### config.mk
export PLATFORM = sky130hd
export DESIGN_NAME = duram_fifo
export DESIGN_NICKNAME = d
export VERILOG_FILES = /design/src/rtl/duram_fifo_pkg.sv /design/src/rtl/duram_sc.sv /design/src/rtl/duram_fifo.sv
export SDC_FILE = /design/constraint.sdc
export NUM_CORES = 1
export LEC_CHECK = 0
export BUFFER_PORTS_ARGS = -buffer_cell sky130_fd_sc_hd__buf_4
export CAP_MARGIN = 20
export CORE_UTILIZATION = 25
export CTS_CLUSTER_DIAMETER = 50
export CTS_CLUSTER_SIZE = 28
export DETAILED_ROUTE_END_ITERATION = 8
export GPL_TIMING_DRIVEN = 0
export PLACE_DENSITY_LB_ADDON = 0.08
export SYNTH_ARGS = -nofsm -noshare
export SYNTH_HDL_FRONTEND = slang
export SYNTH_SLANG_ARGS = --single-unit
### constraint.sdc
create_clock -name Clk -period 5.2 [get_ports Clk]
set_input_delay 0 -clock Clk [delete_from_list [all_inputs] [get_ports Clk]]
set_output_delay 0 -clock Clk [all_outputs]
set_load 0.02 [all_outputs]
### src/rtl/duram_fifo_pkg.sv
// rtl/duram_fifo_pkg.sv - default geometry shared by the duram FIFO slice
package duram_fifo_pkg;
    localparam int DEF_DATA_WIDTH = 32;
    localparam int DEF_ADDR_WIDTH = 5;
endpackage

### src/rtl/duram_sc.sv
// rtl/duram_sc.sv - inferred simple-dual-port RAM, registered read, read-old-data on collision
//  clk           single clock
//  we/waddr/wdata  write port
//  re/raddr      read enable/address; rdata updates only when re is high
//  rdata         registered read data (contents and rdata are not reset)
module duram_sc #(
    parameter int DATA_WIDTH = 32,
    parameter int ADDR_WIDTH = 5
) (
    input  logic                  clk,
    input  logic                  we,
    input  logic [ADDR_WIDTH-1:0] waddr,
    input  logic [DATA_WIDTH-1:0] wdata,
    input  logic                  re,
    input  logic [ADDR_WIDTH-1:0] raddr,
    output logic [DATA_WIDTH-1:0] rdata
);

    logic [DATA_WIDTH-1:0] mem [2**ADDR_WIDTH];

    // Both ports in one block with non-blocking updates: a read of the
    // address being written returns the previous contents.
    always_ff @(posedge clk) begin
        if (we) begin
            mem[waddr] <= wdata;
        end
        if (re) begin
            rdata <= mem[raddr];
        end
    end

endmodule

### src/rtl/duram_fifo.sv
// rtl/duram_fifo.sv - single-clock FWFT FIFO on an inferred simple-dual-port RAM
//  Clk, Reset_n (async active-low), Clr (sync flush, highest priority)
//  Wr_en/Wr_data -> Full, Almost_full
//  Rd_en (pop) -> Rd_data, Rd_valid, Almost_empty
//  Count (0..DEPTH), Overflow/Underflow (1-cycle pulses for rejected requests)
module duram_fifo
    import duram_fifo_pkg::*;
#(
    parameter int DATA_WIDTH = DEF_DATA_WIDTH,
    parameter int ADDR_WIDTH = DEF_ADDR_WIDTH,
    parameter int AF_LEVEL   = (1 << ADDR_WIDTH) - 2,
    parameter int AE_LEVEL   = 2
) (
    input  logic                  Clk,
    input  logic                  Reset_n,
    input  logic                  Clr,
    input  logic                  Wr_en,
    input  logic [DATA_WIDTH-1:0] Wr_data,
    output logic                  Full,
    output logic                  Almost_full,
    input  logic                  Rd_en,
    output logic [DATA_WIDTH-1:0] Rd_data,
    output logic                  Rd_valid,
    output logic                  Almost_empty,
    output logic [ADDR_WIDTH:0]   Count,
    output logic                  Overflow,
    output logic                  Underflow
);

    localparam int                DEPTH   = 1 << ADDR_WIDTH;
    localparam logic [ADDR_WIDTH:0] DEPTH_C = DEPTH[ADDR_WIDTH:0];
    localparam logic [ADDR_WIDTH:0] AF_C    = AF_LEVEL[ADDR_WIDTH:0];
    localparam logic [ADDR_WIDTH:0] AE_C    = AE_LEVEL[ADDR_WIDTH:0];

    if (ADDR_WIDTH < 2) begin : g_bad_addr_width
        $error("duram_fifo: ADDR_WIDTH must be >= 2");
    end
    if (AE_LEVEL < 0 || AE_LEVEL >= AF_LEVEL || AF_LEVEL > DEPTH) begin : g_bad_levels
        $error("duram_fifo: need 0 <= AE_LEVEL < AF_LEVEL <= DEPTH");
    end

    logic [ADDR_WIDTH-1:0] wr_ptr;
    logic [ADDR_WIDTH-1:0] rd_ptr;
    logic [ADDR_WIDTH:0]   count;
    logic [ADDR_WIDTH:0]   ram_words;
    logic                  head_valid;
    logic                  overflow_q;
    logic                  underflow_q;
    logic                  wr_acc;
    logic                  rd_acc;
    logic                  issue;
    logic [DATA_WIDTH-1:0] ram_q;

    // The RAM's registered read output doubles as the FWFT head register,
    // which gives the two-edge write-to-visible latency.
    assign Full      = (count == DEPTH_C);
    assign wr_acc    = Wr_en & ~Full & ~Clr;
    assign rd_acc    = Rd_en & head_valid & ~Clr;
    // Count includes the head word; what remains is still unread in RAM.
    assign ram_words = count - {{ADDR_WIDTH{1'b0}}, head_valid};
    // Refill the head when it is empty or leaving this cycle.
    assign issue     = ~Clr & (ram_words != '0) & (~head_valid | rd_acc);

    duram_sc #(
        .DATA_WIDTH(DATA_WIDTH),
        .ADDR_WIDTH(ADDR_WIDTH)
    ) u_ram (
        .clk  (Clk),
        .we   (wr_acc),
        .waddr(wr_ptr),
        .wdata(Wr_data),
        .re   (issue),
        .raddr(rd_ptr),
        .rdata(ram_q)
    );

    always_ff @(posedge Clk or negedge Reset_n) begin
        if (!Reset_n) begin
            wr_ptr      <= '0;
            rd_ptr      <= '0;
            count       <= '0;
            head_valid  <= 1'b0;
            overflow_q  <= 1'b0;
            underflow_q <= 1'b0;
        end else if (Clr) begin
            wr_ptr      <= '0;
            rd_ptr      <= '0;
            count       <= '0;
            head_valid  <= 1'b0;
            overflow_q  <= 1'b0;
            underflow_q <= 1'b0;
        end else begin
            overflow_q  <= Wr_en & Full;
            underflow_q <= Rd_en & ~head_valid;
            if (wr_acc) begin
                wr_ptr <= wr_ptr + 1'b1;
            end
            if (issue) begin
                rd_ptr <= rd_ptr + 1'b1;
            end
            if (wr_acc && !rd_acc) begin
                count <= count + 1'b1;
            end else if (rd_acc && !wr_acc) begin
                count <= count - 1'b1;
            end
            if (issue) begin
                head_valid <= 1'b1;
            end else if (rd_acc) begin
                head_valid <= 1'b0;
            end
        end
    end

    assign Count        = count;
    assign Rd_valid     = head_valid;
    assign Rd_data      = head_valid ? ram_q : '0;
    assign Almost_full  = (count >= AF_C);
    assign Almost_empty = (count <= AE_C);
    assign Overflow     = overflow_q;
    assign Underflow    = underflow_q;

endmodule

; ---- After elaboration in Yosys (flattened, before gate mapping)
; Memories as Yosys holds them, arrays and structs flattened. A register that Yosys moved wholly into a read port is not among the register bits.
; Index checks and enable logic that the tools add are counted.
[op_classes]
add_sub_neg = 5
magnitude_cmp = 2
n_eq_ne = 1
muxes = 15
bitwise = 12
n_reduce_logical = 9
[ops]
columns = op, n
row1 = 2-to-1 mux 32 bit, 1
row2 = 2-to-1 mux 5 bit, 4
row3 = 2-to-1 mux 6 bit, 3
row4 = "adder 5 x 1 -> 5 bit, second input constant", 2
row5 = AND 1 bit, 8
row6 = 2-to-1 mux 1 bit, 7
row7 = "adder 6 x 1 -> 6 bit, second input constant", 1
row8 = "== test 6 bit, second input constant", 1
row9 = "greater-or-equal comparator 6 x 5 -> 1 bit, second input constant", 1
row10 = "<= comparator 6 x 2 -> 1 bit, second input constant", 1
row11 = nonzero test 3 bit, 2
row12 = nonzero test 6 bit, 1
row13 = subtractor 6 x 1 -> 6 bit, 1
row14 = "subtractor 6 x 1 -> 6 bit, second input constant", 1
row15 = nonzero test 2 bit, 2
row16 = inverter 1 bit, 3
row17 = logical AND 1 bit, 2
row18 = logical NOT 1 bit, 2
row19 = bitwise OR 1 bit, 1
[word_totals]
register_bits = 19
mem_bits_rw = 1024
out_inout_bits = 44
word_cells = 51
memories = 1
[memory_table]
columns = name, words, word_bits, rd, rd_ports_with_merged_regs, wr, line
row1 = u_ram.mem, 32, 32, 1, 1, 1, duram_sc.sv:19  ; logic [DATA_WIDTH-1:0] mem [2**ADDR_WIDTH];

; ---- Longest topological paths before layout
[depth]
ltp_word = 9
ltp_mapped = 10
mapped_depth_nobuf = 9

; ---- Cells and area by module
; Synthesis repeated with hierarchy kept, for this count alone.
[hier_totals]
cells_unflattened = 2419
hier_area_um2 = 42220.5
[by_module_without_submodules]
columns = mod, instances, cells_per_inst, area_each_um2, seq_area_each_um2
row1 = duram_sc, 1, 2260, 40805.4, 31710.4
row2 = duram_fifo, 1, 159, 1415.1, 475.5

; ---- Worst setup path before layout
; Ideal clock, no wire load.
[synth_path]
kind = reg-to-reg
start = reg count[0], in the netlist Count[0]
end = reg u_ram.rdata[0], read port of u_ram.mem, enable pin
setup_ns = 0.425
arrival_time_ns = 3.009
required_time_ns = 4.775
path_slack_ns = 1.766
stages_incl_launch_ff = 6
n_path_buf = 0
period_less_slack_ns = 3.434
path_cell_list = dfrtp_1 inv_1 ha_1 and2b_1 a31oi_1 nor2b_1
[synth_via]
elab_chain_cells = 4
[synth_lines]
columns = element, line
row1 = from (decl), duram_fifo.sv:44  ; logic [ADDR_WIDTH:0] count;
row2 = from (signal assigned), duram_fifo.sv:102  ; count <= count + 1'b1;
row3 = from (signal assigned), duram_fifo.sv:104  ; count <= count - 1'b1;
row4 = subtractor 6 x 1 -> 6 bit, duram_fifo.sv:60  ; assign ram_words = count - {{ADDR_WIDTH{1'b0}}, head_valid};
row5 = nonzero test 6 bit, duram_fifo.sv:62  ; assign issue = ~Clr & (ram_words != '0) & (~head_valid | rd_acc);
row6 = AND 1 bit (2 in series), duram_fifo.sv:62
row7 = via issue, duram_fifo.sv:51  ; logic issue;
row8 = to (decl), duram_sc.sv:16  ; output logic [DATA_WIDTH-1:0] rdata
; The timed path passes the listed nets, and every way through them passes these cells.
; A chain may end at the register's enable or synchronous reset.

==> metrics.cfg <==
[run_status]
status = finished with violations
violations = design-rule violations

[clock_tree]
path_clk_slew_ps = 60
tritoncts = built
post_cts_resized = 0
clockBufferDepth = 3
cts_max_level = 4
clock-sinks = 1075
root_buffer = clkbuf_16
hold_buffers = 39
cts_setup_buffers = 0
cts_buffers = 142
insertion_delay_ps = 760

[sta]
period_minus_slack_ps = 4702
max_slew_margin_pct = 21.64
period_share_pct = 90.41
fin_skew_ps = 30.32
setup_viol = 0
layout_setup_ws_ps = 498.5
tns_ps = 0
fmax_ghz = 0.2127
finalHoldViolCount = 0
rsz0062_at_grt = no
tightest_slew_ps = 1175
finalMaxSlewViolations = 0

[worst_setup_path]
worst_setup_path_end_kind = flip-flop
timing.rr.start = rd_ptr[2]
critPathMaxFanout = 10
critical_path_class = flip-flop to flip-flop
cp-start-kind = flip-flop
arrival_ps = 5040
r2r_end = u_ram.rdata[21]
startpoint = rd_ptr[2]
required_ps = 5540
ff2ff_path_depth = 8
crit_end = u_ram.rdata[21]
reg2reg_slack_ps = 500

[route]
wl_um = 129100
drt-pass1-iter-count = 7
avgRoutedWirePerCell_um = 27.40
drtIter0Drc = 1767
viasPerCell = 4.501
ant_nets = 0
drc = 12
num_vias = 21213

[power]
ir_drop_mv = 0.2886
power.share.clock_pct = 40.5
p_comb_share_pct = 19.1
power_frac_seq_pct = 40.4
swShare_pct = 28.29
power_density_nw_per_um2 = 475.4
power.internal_w = 0.01754
p_leak_nw = 15.84
p_switching_w = 0.006921
fin_total_pwr_w = 0.02446

[placed_design]
dp_slack_ps = 386.7
place.gp.congestion = 0.7312
dp_hpwl_um = 85940
io_buffers = 80
placed_area_sq_um = 46170

[final_layout]
mostFrequentLayoutCells = edfxtp_1 (1056), mux2i_1 (321), clkbuf_16 (144)
fin_util_pct = 31.15
layout_commonest_cell = edfxtp_1
fillers = 16029
drive_gt1_share_pct = 22.24
nets = 2451
synthToLayoutAreaGrowth_pct = 23.58
final_area_sq_um = 51450

[logic_synthesis]
synth_top_family_by_area = multiplexers
async_flop_share_pct = 1.767
synth_top_cell_by_area = edfxtp_1
synth-compound-area-share_pct = 3.925
yosysTopAreaCellShare_pct = 76.16
synthCells = 2087
synth_area_leaders = edfxtp_1 (76%), mux2i_1 (7.7%), mux4_2 (6.9%)
synth_mux_area_share_pct = 14.64
syn_nets = 2135
ys_warn_count = 0
synth_seq_cells = 1075
synth_simple_gate_area_share_pct = 2.371
synth-main-ff-cell = edfxtp_1
yosysSeqAreaShare_pct = 77.30
synth_area_per_cell_sq_um = 19.95
yosysUniqueCellTypes = 50
yosys.area_share.xor_xnor_pct = 0.2314
syn_area_sq_um = 41640
synthAdderAreaFrac_pct = 0.3486
synth-edff-count = 1056

[job]
max_cap_viol_count = 0

[floorplan]
die_h_um = 410.1
core_area_sq_um = 165200
ioPinCount = 81
die_w_um = 410.1
core.rowCount = 149
die_area_sq_um = 168200
initial_core_util_pct = 25.21

[global_routing]
first_global_vias = 22363
grt_max_degree = 33
gr-total-overflow = 0
grtUsageTotal_pct = 15.42
antenna_found_initial = 6
grt_pass1_wl_um = 178400

[min_path]
min_path_type = primary input to flip-flop

routing by layer:
| metal | GRT usage [%] | wire length, um |
|---|---|---|
| met1 | 20.85 | 58760 |
| met5 | 0 | 0 |
| met2 | 25.31 | 62170 |
| met4 | 4.252 | 2863 |
| met3 | 2.759 | 5343 |
power by group through the flow:
stage	Combinational [W]	Sequential [W]	Clock, W
after floorplan	0.00268	0.0100	0
after global placement	0.00465	0.0101	0
after detailed placement	0.00478	0.0101	0
after CTS	0.00482	0.00988	0.0102
after global routing	0.00502	0.00990	0.0105
final	0.00467	0.00988	0.00992
flip-flops by register name, summed over array words and instances (netlist names):
signal,count
wr_ptr,5
u_ram.rdata,32
Count,6
Rd_valid,1
rd_ptr,5
u_ram.mem,1024
Overflow,1
Underflow,1
Yosys cell counts (all sizes together), types with 3 or more instances:
cell	number
inv	5
a22o	50
mux4	128
nor2b	6
nand4	3
buf	39
a22oi	47
nand2b	3
nor3	30
ha	10
edfxtp	1056
and2	34
mux2i	321
nand3b	4
a31oi	33
nand2	45
o211ai	4
and3	7
or3b	3
xnor2	5
dfrtp	19
nor2	53
clkbuf	77
nand3	3
xor2	6
a21oi	36
o221ai	32
a211oi	4
area by class of cell:
| type | count | area, sq um | area share (%) |
|---|---|---|---|
| Clock inverter | 103 | 1142 | 2.220 |
| Tap cell | 2189 | 2739 | 5.323 |
| Inverter | 5 | 18.77 | 0.03648 |
| Timing Repair Buffer | 172 | 2019 | 3.925 |
| Sequential cell | 1075 | 32190 | 62.55 |
| Buffer | 116 | 474.2 | 0.9216 |
| Clock buffer | 160 | 3664 | 7.120 |
| Antenna cell | 2 | 5.005 | 0.009727 |
| Multi-Input combinational cell | 891 | 9206 | 17.89 |
cells by family (layout without fill, tap and decap cells):
| logic type | count (synthesis) | count (layout) |
|---|---|---|
| adder cells (fa/ha/maj) | 11 | 11 |
| buffers and inverters | 121 | 556 |
| multiplexers | 449 | 449 |
| AND/OR/NAND/NOR | 200 | 200 |
| AO/OA/AOI/OAI | 220 | 220 |
| XOR/XNOR | 11 | 11 |
| other | 0 | 2 |
| flip-flops | 1075 | 1075 |
worst max-delay path, stage by stage, from the launching register on:
cell,delay (ps)
dfrtp_1,410
clkbuf_1,400
nor2b_1,190
clkbuf_1,710
clkbuf_1,650
clkbuf_1,660
a21oi_1,160
a31oi_1,550
o221ai_1,550
per-stage QoR:
step	cells	hold slack [ps]
2_1_floorplan	2087	-295.6
3_3_place_gp	4356	-102.0
3_5_place_dp	4404	-91.31
4_1_cts	4706	127.3
5_1_grt	4711	171.3
6_report	4713	198.5
worst min path at each step:
stage / startpoint / depth (start not counted) / slack (ps) / endpoint
after global placement: Reset_n / 1 / -100 / Overflow
after floorplan: Reset_n / 0 / -300 / Count[0]
after global routing: Reset_n / 3 / 170 / Count[5]
after detailed placement: Reset_n / 1 / -90 / Overflow
final: Rd_en / 4 / 200 / Rd_valid
after CTS: Rd_en / 4 / 130 / Rd_valid
(Power assumes the default switching activity.)
